--- config.mk ---
export PLATFORM = sky130hd
export DESIGN_NAME = uart_cnt_reporter
export DESIGN_NICKNAME = d
export VERILOG_FILES = /design/src/rtl/uart_cnt_reporter.sv
export SDC_FILE = /design/constraint.sdc
export NUM_CORES = 1
export LEC_CHECK = 0
export ABC_AREA = 1
export CORE_MARGIN = 2
export CORE_UTILIZATION = 35
export DETAILED_ROUTE_END_ITERATION = 7
export GPL_TIMING_DRIVEN = 1
export PLACE_DENSITY = 0.52
export SYNTH_ARGS = -nofsm -noshare
export SYNTH_HDL_FRONTEND = slang
export SYNTH_SLANG_ARGS = --single-unit
--- constraint.sdc ---
create_clock -name clk -period 2.7 [get_ports clk]
set_clock_uncertainty 0.2 [all_clocks]
set_input_delay 0.405 -clock clk [delete_from_list [all_inputs] [get_ports clk]]
set_output_delay 0.405 -clock clk [all_outputs]
set_load 0.005 [all_outputs]
--- src/rtl/uart_cnt_reporter.sv ---
// Reports a sampled 14-bit counter value over UART TX as fixed-width ASCII decimal plus CR/LF.
// Define CNT_RPT_ZERO_BLANK_EN to suppress leading zero digits; the units digit is always sent.
module uart_cnt_reporter #(
  parameter bit SEND_CR = 1'b1
) (
  input  logic        clk,
  input  logic        reset,
  input  logic        i_trig,
  input  logic [13:0] i_value,
  input  logic        i_tx_done,
  output logic        o_tx_start,
  output logic [7:0]  o_tx_data,
  output logic        o_busy,
  output logic        o_done
);

  typedef enum logic [2:0] {
    IDLE    = 3'd0,
    CONVERT = 3'd1,
    SEND    = 3'd2,
    WAIT    = 3'd3,
    FINISH  = 3'd4
  } state_t;

  localparam logic [2:0] LAST_IDX = SEND_CR ? 3'd5 : 3'd4;

  state_t      state_q;
  logic [13:0] bin_q,  bin_d;
  logic [15:0] bcd_q,  bcd_d;
  logic [15:0] bcd_adj;
  logic [3:0]  iter_q;
  logic [2:0]  idx_q;
  logic [2:0]  lead;
  logic [2:0]  sel_idx;
  logic [7:0]  byte_sel;
  logic [13:0] sat_value;
  logic        tx_start_q;
  logic [7:0]  tx_data_q;
  logic        busy_q;
  logic        done_q;

  assign sat_value = (i_value >= 14'd10000) ? 14'd9999 : i_value;

  // One double-dabble step: add 3 to each nibble >= 5, then shift {bcd,bin} left.
  always_comb begin
    bcd_adj = bcd_q;
    for (int n = 0; n < 4; n++) begin
      if (bcd_q[4*n +: 4] >= 4'd5) bcd_adj[4*n +: 4] = bcd_q[4*n +: 4] + 4'd3;
    end
    bcd_d = {bcd_adj[14:0], bin_q[13]};
    bin_d = {bin_q[12:0], 1'b0};
  end

  always_comb begin
    lead = 3'd0;
`ifdef CNT_RPT_ZERO_BLANK_EN
    if (bcd_q[15:12] == 4'd0) begin
      lead = 3'd1;
      if (bcd_q[11:8] == 4'd0) begin
        lead = 3'd2;
        if (bcd_q[7:4] == 4'd0) lead = 3'd3;
      end
    end
`endif
  end

  // Blanked digits are jumped over inside the SEND cycle, so they cost no time.
  assign sel_idx = (idx_q < lead) ? lead : idx_q;

  always_comb begin
    byte_sel = 8'h0A;
    case (sel_idx)
      3'd0:    byte_sel = {4'h3, bcd_q[15:12]};
      3'd1:    byte_sel = {4'h3, bcd_q[11:8]};
      3'd2:    byte_sel = {4'h3, bcd_q[7:4]};
      3'd3:    byte_sel = {4'h3, bcd_q[3:0]};
      3'd4:    byte_sel = SEND_CR ? 8'h0D : 8'h0A;
      default: byte_sel = 8'h0A;
    endcase
  end

  always_ff @(posedge clk or negedge reset) begin
    if (!reset) begin
      state_q    <= IDLE;
      bin_q      <= '0;
      bcd_q      <= '0;
      iter_q     <= '0;
      idx_q      <= '0;
      tx_start_q <= 1'b0;
      tx_data_q  <= 8'h00;
      busy_q     <= 1'b0;
      done_q     <= 1'b0;
    end else begin
      case (state_q)
        IDLE: begin
          done_q <= 1'b0;
          if (i_trig) begin
            bin_q   <= sat_value;
            bcd_q   <= '0;
            iter_q  <= '0;
            idx_q   <= '0;
            busy_q  <= 1'b1;
            state_q <= CONVERT;
          end
        end
        CONVERT: begin
          bcd_q  <= bcd_d;
          bin_q  <= bin_d;
          iter_q <= iter_q + 4'd1;
          if (iter_q == 4'd13) state_q <= SEND;
        end
        SEND: begin
          tx_start_q <= 1'b1;
          tx_data_q  <= byte_sel;
          idx_q      <= sel_idx;
          state_q    <= WAIT;
        end
        WAIT: begin
          tx_start_q <= 1'b0;
          // A done coinciding with our own start pulse belongs to nothing we sent.
          if (i_tx_done && !tx_start_q) begin
            if (idx_q == LAST_IDX) begin
              done_q  <= 1'b1;
              busy_q  <= 1'b0;
              state_q <= FINISH;
            end else begin
              idx_q   <= idx_q + 3'd1;
              state_q <= SEND;
            end
          end
        end
        FINISH: begin
          done_q  <= 1'b0;
          state_q <= IDLE;
        end
        default: state_q <= IDLE;
      endcase
    end
  end

  assign o_tx_start = tx_start_q;
  assign o_tx_data  = tx_data_q;
  assign o_busy     = busy_q;
  assign o_done     = done_q;

endmodule

# ---- Yosys cells after proc, flatten, opt, wreduce, memory -nomap -nowiden
# Index checks and enable logic that the tools add are counted.
dict set report totals {
  out_inout_bits 11
  in_bits 18
  mem_bits_rw 0
  latch_bits 0
  regBits 51
  rom_bits 0
  elab_cells 81
  memories 0
}
dict set report classes {
  shifts 0
  mul 0
  reduce_logical 15
  eq_ne 15
  muxes 30
  addsub 6
  n_div 0
  bitwise 0
  magnitude_cmp 6
}
# cell count
set ops {}
lappend ops {{case mux 16 bit (2 select lines)} 1}
lappend ops {{case mux 6 bit (5 select lines)} 1}
lappend ops {{two-way mux 14 bit} 2}
lappend ops {{case mux 14 bit (2 select lines)} 1}
lappend ops {{two-way mux 3 bit} 9}
lappend ops {{greater-or-equal comparator 4 x 3 -> 1 bit (second input constant)} 4}
lappend ops {{two-way mux 16 bit} 1}
lappend ops {{two-way mux 4 bit} 4}
lappend ops {{greater-or-equal comparator 14 bit (second input constant)} 1}
lappend ops {{adder 4 x 2 -> 4 bit (second input constant)} 3}
lappend ops {{equality test 3 x 2 -> 1 bit (second input constant)} 4}
lappend ops {{case mux 3 bit (4 select lines)} 1}
lappend ops {{inequality test 2 bit (second input constant)} 5}
lappend ops {{equality test 3 bit (second input constant)} 3}
lappend ops {{case mux 3 bit (3 select lines)} 1}
lappend ops {{case mux 4 bit (2 select lines)} 1}
lappend ops {{AND reduction 4 bit} 2}
lappend ops {{nonzero test 2 bit} 4}
lappend ops {{equality test 3 x 1 -> 1 bit (second input constant)} 2}
lappend ops {{zero test 3 bit} 2}
lappend ops {{case mux 1 bit (2 select lines)} 3}
lappend ops {{AND reduction 3 bit} 2}
lappend ops {{two-way mux 1 bit} 5}
lappend ops {{adder 4 x 1 -> 4 bit (second input constant)} 1}
lappend ops {{other kinds (9)} 9}

# ---- Longest topological paths before layout
# Gate-level depths: netlist (run 1).
dict set report logic_depth {
  depth_word 4
  mapped_depth 9
  mapped_depth_nobuf 9
}

# ---- Worst setup path before layout (run 1)
# No wires, ideal clock.
dict set report synth_timing {
  kind {register -> register}
  startpoint {reg state_q[0]}
  endpoint {reg bcd_q[14]}
  slack_ns 1.202
  setup_ns 0.126
  stages_incl_launch_ff 9
  arrival_time_ns 1.172
  t_required_ns 2.374
  synth_period_minus_slack_ns 1.498
  n_path_buf 2
  cell_sequence {dfrtp_1 > buf_2 > nor2_4 > nand2_2 > inv_2 > nand2_2 > nand2_1 > buf_2 > o22ai_1}
}
dict set report synth_between {
  elab_chain_cells 3
  elab_cells_between_ends 6
  classes_between {2 x eq/ne; 1 x mux; 3 x reduce/logical}
}
# element line_no
set synth_rtl {}
lappend synth_rtl {{start: declaration} 27} ;# state_t state_q;
lappend synth_rtl {{start signal: assignment} 84} ;# state_q <= IDLE;
lappend synth_rtl {{start signal: assignment} 103} ;# state_q <= CONVERT;
lappend synth_rtl {{start signal: assignment} 110} ;# if (iter_q == 4'd13) state_q <= SEND;
lappend synth_rtl {{equality test 3 x 1 -> 1 bit or zero test 3 bit (tied branches)} 94} ;# case (state_q)
lappend synth_rtl {{nonzero test 2 bit (no source line) or inequality test 2 bit (tied branches)} -}
lappend synth_rtl {{AND reduction 2 bit (no source line)} -}
lappend synth_rtl {{end signal: assignment} 86} ;# bcd_q <= '0;
lappend synth_rtl {{end signal: assignment} 99} ;# bcd_q <= '0;
lappend synth_rtl {{end signal: assignment} 107} ;# bcd_q <= bcd_d;
lappend synth_rtl {{end: declaration} 29} ;# logic [15:0] bcd_q, bcd_d;
# Several ways; a longest one is shown, not always the timed one.
# A chain may end at the register's enable or synchronous reset.

# ---- Final worst setup path (run 1)
dict set report layout_timing {
  startpoint {reg state_q[1]}
  endpoint {reg bin_q[13]}
}
dict set report layout_between {
  elab_chain_cells 3
  elab_cells_between_ends 6
  classes_between {2 x eq/ne; 1 x mux; 3 x reduce/logical}
}
# element line_no
set layout_rtl {}
lappend layout_rtl {{equality test 3 x 1 -> 1 bit or zero test 3 bit (tied branches)} 94}
lappend layout_rtl {{nonzero test 2 bit (no source line) or inequality test 2 bit (tied branches)} -}
lappend layout_rtl {{AND reduction 2 bit (no source line)} -}
lappend layout_rtl {{end signal: assignment} 98} ;# bin_q <= sat_value;
lappend layout_rtl {{end signal: assignment} 108} ;# bin_q <= bin_d;
lappend layout_rtl {{end: declaration} 28} ;# logic [13:0] bin_q, bin_d;
# Several ways; a longest one is shown, not always the timed one.

==> flow_summary.yaml, run 1 <==
run_status:
  outcome: "complete, no violations"
drt:
  drcViolationCount: 0
  antenna_left: 0
  wl_per_cell_um: 11.8
  drtIter0Drc: 114
  dr.pass1.iters: 4
  wl_um: 6280
  dr_total_vias: 2501
  viasPerCell: 4.72
final_layout:
  area_growth_pct: 15.3
  final_common_cell: "nand2_1"
  n_antenna_cell: 0
  final_util_pct: 41.1
  final_area_um2: 3350
  fillers: 852
  layout_common_cells: "nand2_1 (114), inv_1 (59), dfrtp_1 (48)"
  fin_nets: 458
  layout-drive-gt1-share_pct: 6.12
sta:
  min_period_ns: 1.93
  finalHoldViolCount: 0
  fmax_mhz: 519
  finalSetupTns_ns: 0
  rsz0062_at_grt: "no"
  fin_crit_sh_pct: 71.4
  slew_headroom_pct: 64.3
  max_slew.worst_pin.slew_ns: 0.536
  final-max-slew-violation-count: 0
  setup_viol_count_final: 0
clock_network:
  postCtsResizedCells: 0
  cts_buffers: 5
  cts-root-buf: "clkbuf_8"
  insertion_delay_ns: 0.30
  htreeDepth: 2
  clk_pin_slew_worst_paths_ns: 0.09
  cts_tree: "yes"
  cts.sinks: 48
  clockBufferDepth: 2
placement:
  gp_congestion: 0.833
  place_area_um2: 3250
  hpwlAfterDp_um: 4670
  numPortBuffers: 26
hold_path:
  worst_hold_path_type: "flop to flop"
  hold_path_depth: 1
  hp-start: "iter_q[3]"
pwr:
  p_leak_nw: 1.75
  cellInternalPower_w: 0.00193
  p_sw_share_pct: 45.6
  p_sw_w: 0.00162
  ir_drop_uv: 290
  clockPowerShare_pct: 12.0
  p_seq_share_pct: 36.8
  power_frac_comb_pct: 51.1
  p_per_area_nw_per_um2: 1060
floorplan:
  fp.dieArea_um2: 9040
  start_util_pct: 35.7
  core-area_um2: 8130
  ios: 29
  rows: 33
  dieWidth_um: 95.1
  die_y_um: 95.1
global_routing:
  gr-total-overflow: 0
  grt_max_degree: 36
  track_usage_pct: 15.2
  grt_pass1_wl_um: 10700
  grt_antenna_before_repair: 0
  grt_pass1_vias: 2362
logic_synthesis:
  yosys.area.top_type_share_pct: 41.4
  syn_area_per_cell_um2: 7.26
  yosys.area.top_type: "dfrtp_1"
  syn_inst: 400
  syn_area_um2: 2900
  ys_ff_latch: 48
  yosys_warnings: 0
  synthTopCellsByArea: "dfrtp_1 (41%), nand2_1 (15%), inv_1 (7.6%)"
  ys_seq_area_share_pct: 41.4
  ys_types: 27
worst_setup_path:
  crit_arrival_ns: 1.91
  critical_path_class: "flop to flop"
  end_kind: "flop"
  critPathMaxFanout: 35
  worstSetupStartpoint: "state_q[1]"
  reg2reg_depth: 6
  start_kind: "flop"
  r2r-start: "state_q[1]"
  required_ns: 2.69
run:
  maxCapViolCount: 0
metrics by stage:
stage	setup slack (ns)	total power, W	cells	hold slack (ns)
floorplan	1.20	0.00267	401	-0.0906
global placement	0.584	0.00314	522	0.224
detailed placement	0.596	0.00316	522	0.222
CTS	0.728	0.00361	530	0.291
global route	0.571	0.00397	530	0.320
finish	0.773	0.00355	530	0.286
per-layer routing:
layer  share of wire [%]  up-vias  global-route usage, %
met3                 4.0        7                   3.32
li1                    -     1304                      -
met2                  46       53                   25.4
met1                  48     1137                   19.7
met4                 1.3        0                   4.35
met5                   0        -                      0
synthesized netlist by cell type:
cell type and number:
nor3_1 2, o21ai_0 30, buf_2 8, xnor2_1 1, clkbuf_1 1, inv_1 59, conb_1 1, nand3_2 1
a21boi_1 1, nand2_1 114, ha_1 15, dfrtp_1 48, nor2_1 34, nor2_4 3, nand4_1 7, inv_2 4
or2_2 3, nor3_2 1, xor2_1 4, o211ai_1 1, a21boi_0 2, a21oi_1 9, o22ai_1 8, buf_4 4
o21ai_1 4, nand2_2 3, nand3_1 32
sequential cells by signal, indices dropped and copies added, names as in the netlist:
signal      flops
o_busy          1
state_q         3
bcd_q          16
bin_q          14
o_tx_data       5
iter_q          4
idx_q           3
o_tx_start      1
o_done          1
layout make-up:
cell class / instances / area [µm²] / share of cell area, %
Tap cell: 105 / 131 / 3.93
Clock buffer: 5 / 68.8 / 2.06
Inverter: 63 / 236 / 7.07
Clock inverter: 2 / 12.5 / 0.374
Sequential cell: 48 / 1200 / 35.9
Timing Repair Buffer: 30 / 300 / 8.98
Multi-Input combinational cell: 277 / 1400 / 41.7
worst paths after layout:
check / slack, ns / to
worst max-delay path: 0.77 / bin_q[13]
worst min-delay path: 0.29 / iter_q[3]
worst max register to register: 0.77 / bin_q[13]
worst min register to register: 0.29 / iter_q[3]
max in group asynchronous: 1.36 / o_done
min in group asynchronous: 0.41 / bcd_q[3]
kinds of logic after synthesis:
kind of cell	synth area share, %
other	0.129
adder cells (fa/ha/maj)	6.47
flip-flops	41.4
AND/OR/NAND/NOR	29.7
buffers and inverters	10.7
AO/OA/AOI/OAI	10.2
XOR/XNOR	1.51
power groups by stage:
| stage | Clock [W] | Sequential, W | Combinational (W) |
|---|---|---|---|
| 2_1_floorplan | 0 | 0.00124 | 0.00142 |
| 3_3_place_gp | 0 | 0.00132 | 0.00182 |
| 3_5_place_dp | 0 | 0.00132 | 0.00184 |
| 4_1_cts | 0.000446 | 0.00131 | 0.00185 |
| 5_1_grt | 0.000475 | 0.00136 | 0.00214 |
| 6_report | 0.000427 | 0.00131 | 0.00181 |
worst max-delay path, stage by stage, from the launching register on:
cell and delay, ns:
dfrtp_1 0.49, inv_2 0.09, nand3_2 0.08, buf_4 0.33, nand2_1 0.36, nand3_1 0.18, o21ai_1 0.08
timing repair:
| action | 4_1_cts | 5_1_grt |
|---|---|---|
| hold buffers | 1 | 0 |
| endpoints found under the hold margin | 21 | 0 |
| setup buffers | 0 | 0 |
No activity file was read; power rests on OpenSTA's default activity.
==> run 2: changes to the inputs <==
==> constraint.sdc (replaced) <==
create_clock -name clk -period 2.02 [get_ports clk]
set_clock_uncertainty 0.2 [all_clocks]
set_input_delay 0.303 -clock clk [delete_from_list [all_inputs] [get_ports clk]]
set_output_delay 0.303 -clock clk [all_outputs]
set_load 0.005 [all_outputs]
==> run 2 against run 1 <==
  * Hold slack worse by 0.022 ns
  * Fmax up 4.7%
  * Power up 38%
  * Critical path type unchanged
  * Highest routed layer unchanged
==> flow_summary.yaml, run 2 (synthesis gave the netlist of run 1 again) <==
run_status:
  outcome: "complete, no violations"
worst_setup_path:
  worstSetupStartpoint: "state_q[2]"
  end_kind: "flop"
  required_ns: 2.05
  reg2reg_depth: 5
  r2r-start: "state_q[2]"
  crit_arrival_ns: 1.87
  reg2reg_slack_ns: 0.18
  crit_path_end: "bin_q[13]"
  start_kind: "flop"
  critPathMaxFanout: 15
  critical_path_class: "flop to flop"
  reg2reg_to: "bin_q[13]"
pwr:
  ir_drop_uv: 405
  clockPowerShare_pct: 12.4
  p_leak_nw: 1.79
  p_sw_w: 0.00220
  p_per_area_nw_per_um2: 1430
  cellInternalPower_w: 0.00269
  p_sw_share_pct: 45.1
  power_frac_comb_pct: 51.7
  p_seq_share_pct: 35.9
clock_network:
  cts_buffers: 5
  clockBufferDepth: 2
  postCtsResizedCells: 0
  cts_tree: "yes"
  insertion_delay_ns: 0.31
  cts.sinks: 48
  htreeDepth: 2
  cts-root-buf: "clkbuf_8"
  cts_setup_buffers: 0
  clk_pin_slew_worst_paths_ns: 0.09
  holdBufCountCts: 1
run:
  maxCapViolCount: 0
final_layout:
  area_growth_pct: 17.5
  fin_nets: 465
  stdcell_count: 538
  largest_reg_flops: 16
  top_register: "bcd_q"
  layout-drive-gt1-share_pct: 7.85
  final_common_cell: "nand2_1"
  n_antenna_cell: 0
  layout_common_cells: "nand2_1 (114), inv_1 (59), dfrtp_1 (48)"
placement:
  gp_congestion: 0.801
  hpwlAfterDp_um: 4860
  place_inst: 529
  numPortBuffers: 26
global_routing:
  grt_antenna_before_repair: 0
  grt_pass1_wl_um: 11300
  track_usage_pct: 16.0
  gr-total-overflow: 0
  grt_pass1_vias: 2446
  grt_max_degree: 34
floorplan:
  fp.dieArea_um2: 9040
  core-area_um2: 8130
  start_util_pct: 35.7
  die_y_um: 95.1
  rows: 33
  ios: 29
  dieWidth_um: 95.1
hold_path:
  worst_hold_path_type: "primary input to async pin"
drt:
  wl_um: 6580
  antenna_left: 0
  dr_total_vias: 2521
  drtIter0Drc: 89
  drcViolationCount: 0
  dr.pass1.iters: 4
  wl_per_cell_um: 12.2
  viasPerCell: 4.69
sta:
  rsz0062_at_grt: "no"
  finalSetupTns_ns: 0
  fmax_mhz: 543
  finalHoldViolCount: 0
  min_period_ns: 1.84
  fin_crit_sh_pct: 91.1
  final-max-slew-violation-count: 0
  setup_viol_count_final: 0
==> run 2: worst min-delay path by stage <==
stage                from           end  slack (ns)  cells after the start
floorplan           reset      bcd_q[0]       -0.19                      0
global placement    reset  o_tx_data[3]        0.06                      1
detailed placement  reset     bcd_q[14]        0.07                      1
CTS                 reset     bcd_q[11]        0.27                      2
global route        reset     bcd_q[12]        0.29                      2
finish              reset     bcd_q[13]        0.26                      2
==> run 2: critical path, cell delays in order, from the launching register on <==
cell	delay, ns
dfrtp_1	0.45
inv_2	0.14
nand3_2	0.28
nand2_1	0.47
nand3_1	0.12
o21ai_1	0.09
==> run 2: per-stage QoR <==
step / utilization [%] / power [W] / cell area, µm² / worst slack (ns) / hold WS (ns)
6_report: 41.9 / 0.00489 / 3410 / 0.179 / 0.264
5_1_grt: 41.9 / 0.00545 / 3410 / 0.000264 / 0.290
4_1_cts: 41.9 / 0.00495 / 3410 / 0.153 / 0.270
3_5_place_dp: 40.7 / 0.00432 / 3310 / 0.194 / 0.0667
3_3_place_gp: 40.7 / 0.00428 / 3310 / 0.211 / 0.0636
2_1_floorplan: - / 0.00356 / 2910 / 0.522 / -0.193
==> run 2: area by class of cell <==
type                    instances  area [µm²]
well taps                     105         131
clock inverters                 2        10.0
flip-flops and latches         48        1200
fillers                       839        4720
multi-input cells             277        1400
repair buffers                 37         353
clock buffers                   6        82.6
inverters                      63         236
==> run 2: per-layer routing <==
layer	track usage [%]	up-vias	wire length [µm]
li1	-	1315	-
met1	20.8	1166	3260
met2	27.2	35	3040
met3	3.56	5	213
met4	3.38	0	63
met5	0	-	0
==> run 2: power by group through the flow <==
| stage | registers, W | clock network, W | logic (W) |
|---|---|---|---|
| finish | 0.00175 | 0.000608 | 0.00253 |
| global route | 0.00182 | 0.000672 | 0.00296 |
| CTS | 0.00175 | 0.000628 | 0.00257 |
| detailed placement | 0.00177 | 0 | 0.00255 |
| global placement | 0.00176 | 0 | 0.00252 |
| floorplan | 0.00166 | 0 | 0.00190 |
==> run 3: changes to the inputs <==
--- a/config.mk
+++ b/config.mk
@@ -5,12 +5,11 @@
 export SDC_FILE = /design/constraint.sdc
 export NUM_CORES = 1
 export LEC_CHECK = 0
-export ABC_AREA = 1
-export CORE_MARGIN = 2
 export CORE_UTILIZATION = 35
+export CTS_CLUSTER_DIAMETER = 30
 export DETAILED_ROUTE_END_ITERATION = 7
 export GPL_TIMING_DRIVEN = 1
-export PLACE_DENSITY = 0.52
+export PLACE_DENSITY = 0.53
 export SYNTH_ARGS = -nofsm -noshare
 export SYNTH_HDL_FRONTEND = slang
 export SYNTH_SLANG_ARGS = --single-unit
==> run 3 against run 2 <==
  * Synthesized cell count fell by 37%
  * Sequential power grew 2%
  * Combinational power grew 2%
  * Clock-buffer cell count unchanged
  * Setup slack got worse by 0.059 ns
==> flow_summary.yaml, run 3 <==
run_status:
  outcome: "complete, no violations"
logic_synthesis:
  syn_inst: 254
  ys_types: 48
  syn_area_um2: 2590
  synth_common_cells: "dfrtp_1 (48), nand2_1 (18), nor2_1 (17), a21oi_1 (16), o21ai_0 (16)"
  synth_most_common_cell: "dfrtp_1"
  ys_seq_area_share_pct: 46.3
  yosys.area.top_type_share_pct: 46.3
  synth_edf_count: 0
  syn_area_per_cell_um2: 10.2
  synth_ff_type: "dfrtp_1"
  yosys.area.top_type: "dfrtp_1"
  synthTopCellsByArea: "dfrtp_1 (46%), ha_1 (7.2%), a21oi_1 (3.1%)"
  yosys_warnings: 0
  synth-async-reset-ratio_pct: 100
  ys_ff_latch: 48
floorplan:
  fp.dieArea_um2: 7760
  dieWidth_um: 88.1
  die_y_um: 88.1
  start_util_pct: 36.0
  core-area_um2: 7210
  ios: 29
  rows: 31
global_routing:
  grt_pass1_vias: 1927
  track_usage_pct: 16.4
  grt_antenna_before_repair: 0
  grt_pass1_wl_um: 9740
  grt_max_degree: 30
  gr-total-overflow: 0
final_layout:
  fillers: 733
  top_register: "bcd_q"
  fin_nets: 327
  n_antenna_cell: 0
  area_growth_pct: 21.6
  final_util_pct: 43.8
  final_common_cell: "dfrtp_1"
  largest_reg_flops: 16
  layout-drive-gt1-share_pct: 11.9
  layout_common_cells: "dfrtp_1 (48), clkdlybuf4s50_1 (25), nand2_1 (18), buf_4 (18), nor2_1 (17)"
worst_setup_path:
  max_stage_delay_ns: 0.59
  required_ns: 2.06
  end_kind: "flop"
  start_kind: "flop"
  worstSetupStartpoint: "state_q[2]"
  critPathMaxFanout: 8
  critPathBufInv: 2
  crit_slowest_cell: "or4b_1"
  critical_path.cell_chain: "or4b_1 > buf_4 > nor2_1 > a222oi_1 > inv_1"
  r2r-start: "state_q[2]"
  critical_path_class: "flop to flop"
  crit_family: "simple AND/OR/NAND/NOR gates"
  crit_arrival_ns: 1.94
clock_network:
  cts_setup_buffers: 0
  cts_buffers: 5
  clk_pin_slew_worst_paths_ns: 0.09
  htreeDepth: 2
  cts-root-buf: "clkbuf_8"
  cts.sinks: 48
  insertion_delay_ns: 0.30
  clockBufferDepth: 2
  cts_tree: "yes"
  postCtsResizedCells: 0
sta:
  finalSetupTns_ns: 0
  fin_hold_ws_ns: 0.291
  finalHoldViolCount: 0
  setup_viol_count_final: 0
  min_period_ns: 1.90
  fin_crit_sh_pct: 94.1
  rsz0062_at_grt: "no"
  fmax_mhz: 526
  final-max-slew-violation-count: 0
drt:
  viasPerCell: 5.19
  dr_total_vias: 2041
  wl_um: 5800
  drtIter0Drc: 95
  drcViolationCount: 0
  wl_per_cell_um: 14.7
  antenna_left: 0
  dr.pass1.iters: 4
placement:
  hpwlAfterDp_um: 4240
  gp_congestion: 0.762
  numPortBuffers: 26
pwr:
  p_leak_nw: 1.40
  ir_drop_uv: 428
  p_per_area_nw_per_um2: 1560
  total_power_w: 0.00491
run:
  maxCapViolCount: 0
hold_path:
  worst_hold_path_type: "primary input to async pin"
## run 3: cell types whose count changed in the layout (fill, tap and decap cells not counted), sizes merged, moves of 7 or more
cell   before  now
buf        11   22
o21ai      34   16
a22o        0    9
nand2     117   19
nor2       37   18
inv        63   15
a21oi       9   16
nand3      33    4
## run 3: path summary, 6_finish.rpt
path,endpoint,slack [ns],cells past startpoint
min in group clk,o_tx_data[2],0.29,1
max in group asynchronous,bcd_q[11],0.80,3
worst max register to register,bin_q[12],0.12,5
worst min register to register,o_tx_data[2],0.29,1
worst min-delay path,state_q[2],0.29,2
worst max-delay path,bin_q[12],0.12,5
## run 3: power breakdown
part	leakage, nW	internal (W)	switching, W
clock	0.0410	0.000236	0.000309
sequential	0.596	0.00139	0.000395
combinational	0.765	0.00132	0.00126
total	1.40	0.00295	0.00196
## run 3: layer usage
layer,vias up,track usage [%],routed length (µm)
li1,1003,-,-
met1,993,23.6,2890
met2,38,25.5,2630
met3,7,2.83,200
met4,0,4.40,75
met5,-,0,0
## run 3: area by class of cell
class	instances	area (µm²)	area share, %
Multi-Input combinational cell	176	1240	39.2
Sequential cell	48	1200	38.0
Timing Repair Buffer	48	460	14.6
Tap cell	99	124	3.92
Clock buffer	6	72.6	2.30
Inverter	15	56.3	1.78
Clock inverter	1	5.00	0.159
## run 3: worst register-to-register path, stage by stage (launching register included)
cell and delay (ns):
dfrtp_1 0.50, or4b_1 0.59, buf_4 0.20, nor2_1 0.14
a222oi_1 0.12, inv_1 0.08
## run 3: cells by family after synthesis
| logic type | count (synthesis) | synth area share (%) |
|---|---|---|
| xor+xnor | 7 | 2.36 |
| other cells | 1 | 0.145 |
| compound gates | 88 | 23.4 |
| flops | 48 | 46.3 |
| simple gates | 58 | 12.0 |
| mux | 6 | 2.36 |
| buf+inv | 31 | 6.17 |
| fa+ha+maj | 15 | 7.23 |
## run 3: what timing repair did
action | 4_1_cts | 5_1_grt
hold endpoints to repair | 19 | 0
setup endpoints to repair | 0 | 0
hold buffers | 1 | 0
## run 3: metrics by stage
step                instance area, µm²  worst slack, ns  std cells
detailed placement                3070           -0.113        385
global route                      3160           0.0168        393
finish                            3160            0.120        393
global placement                  3070          -0.0880        385
floorplan                         2600            0.209        255
CTS                               3160            0.117        393
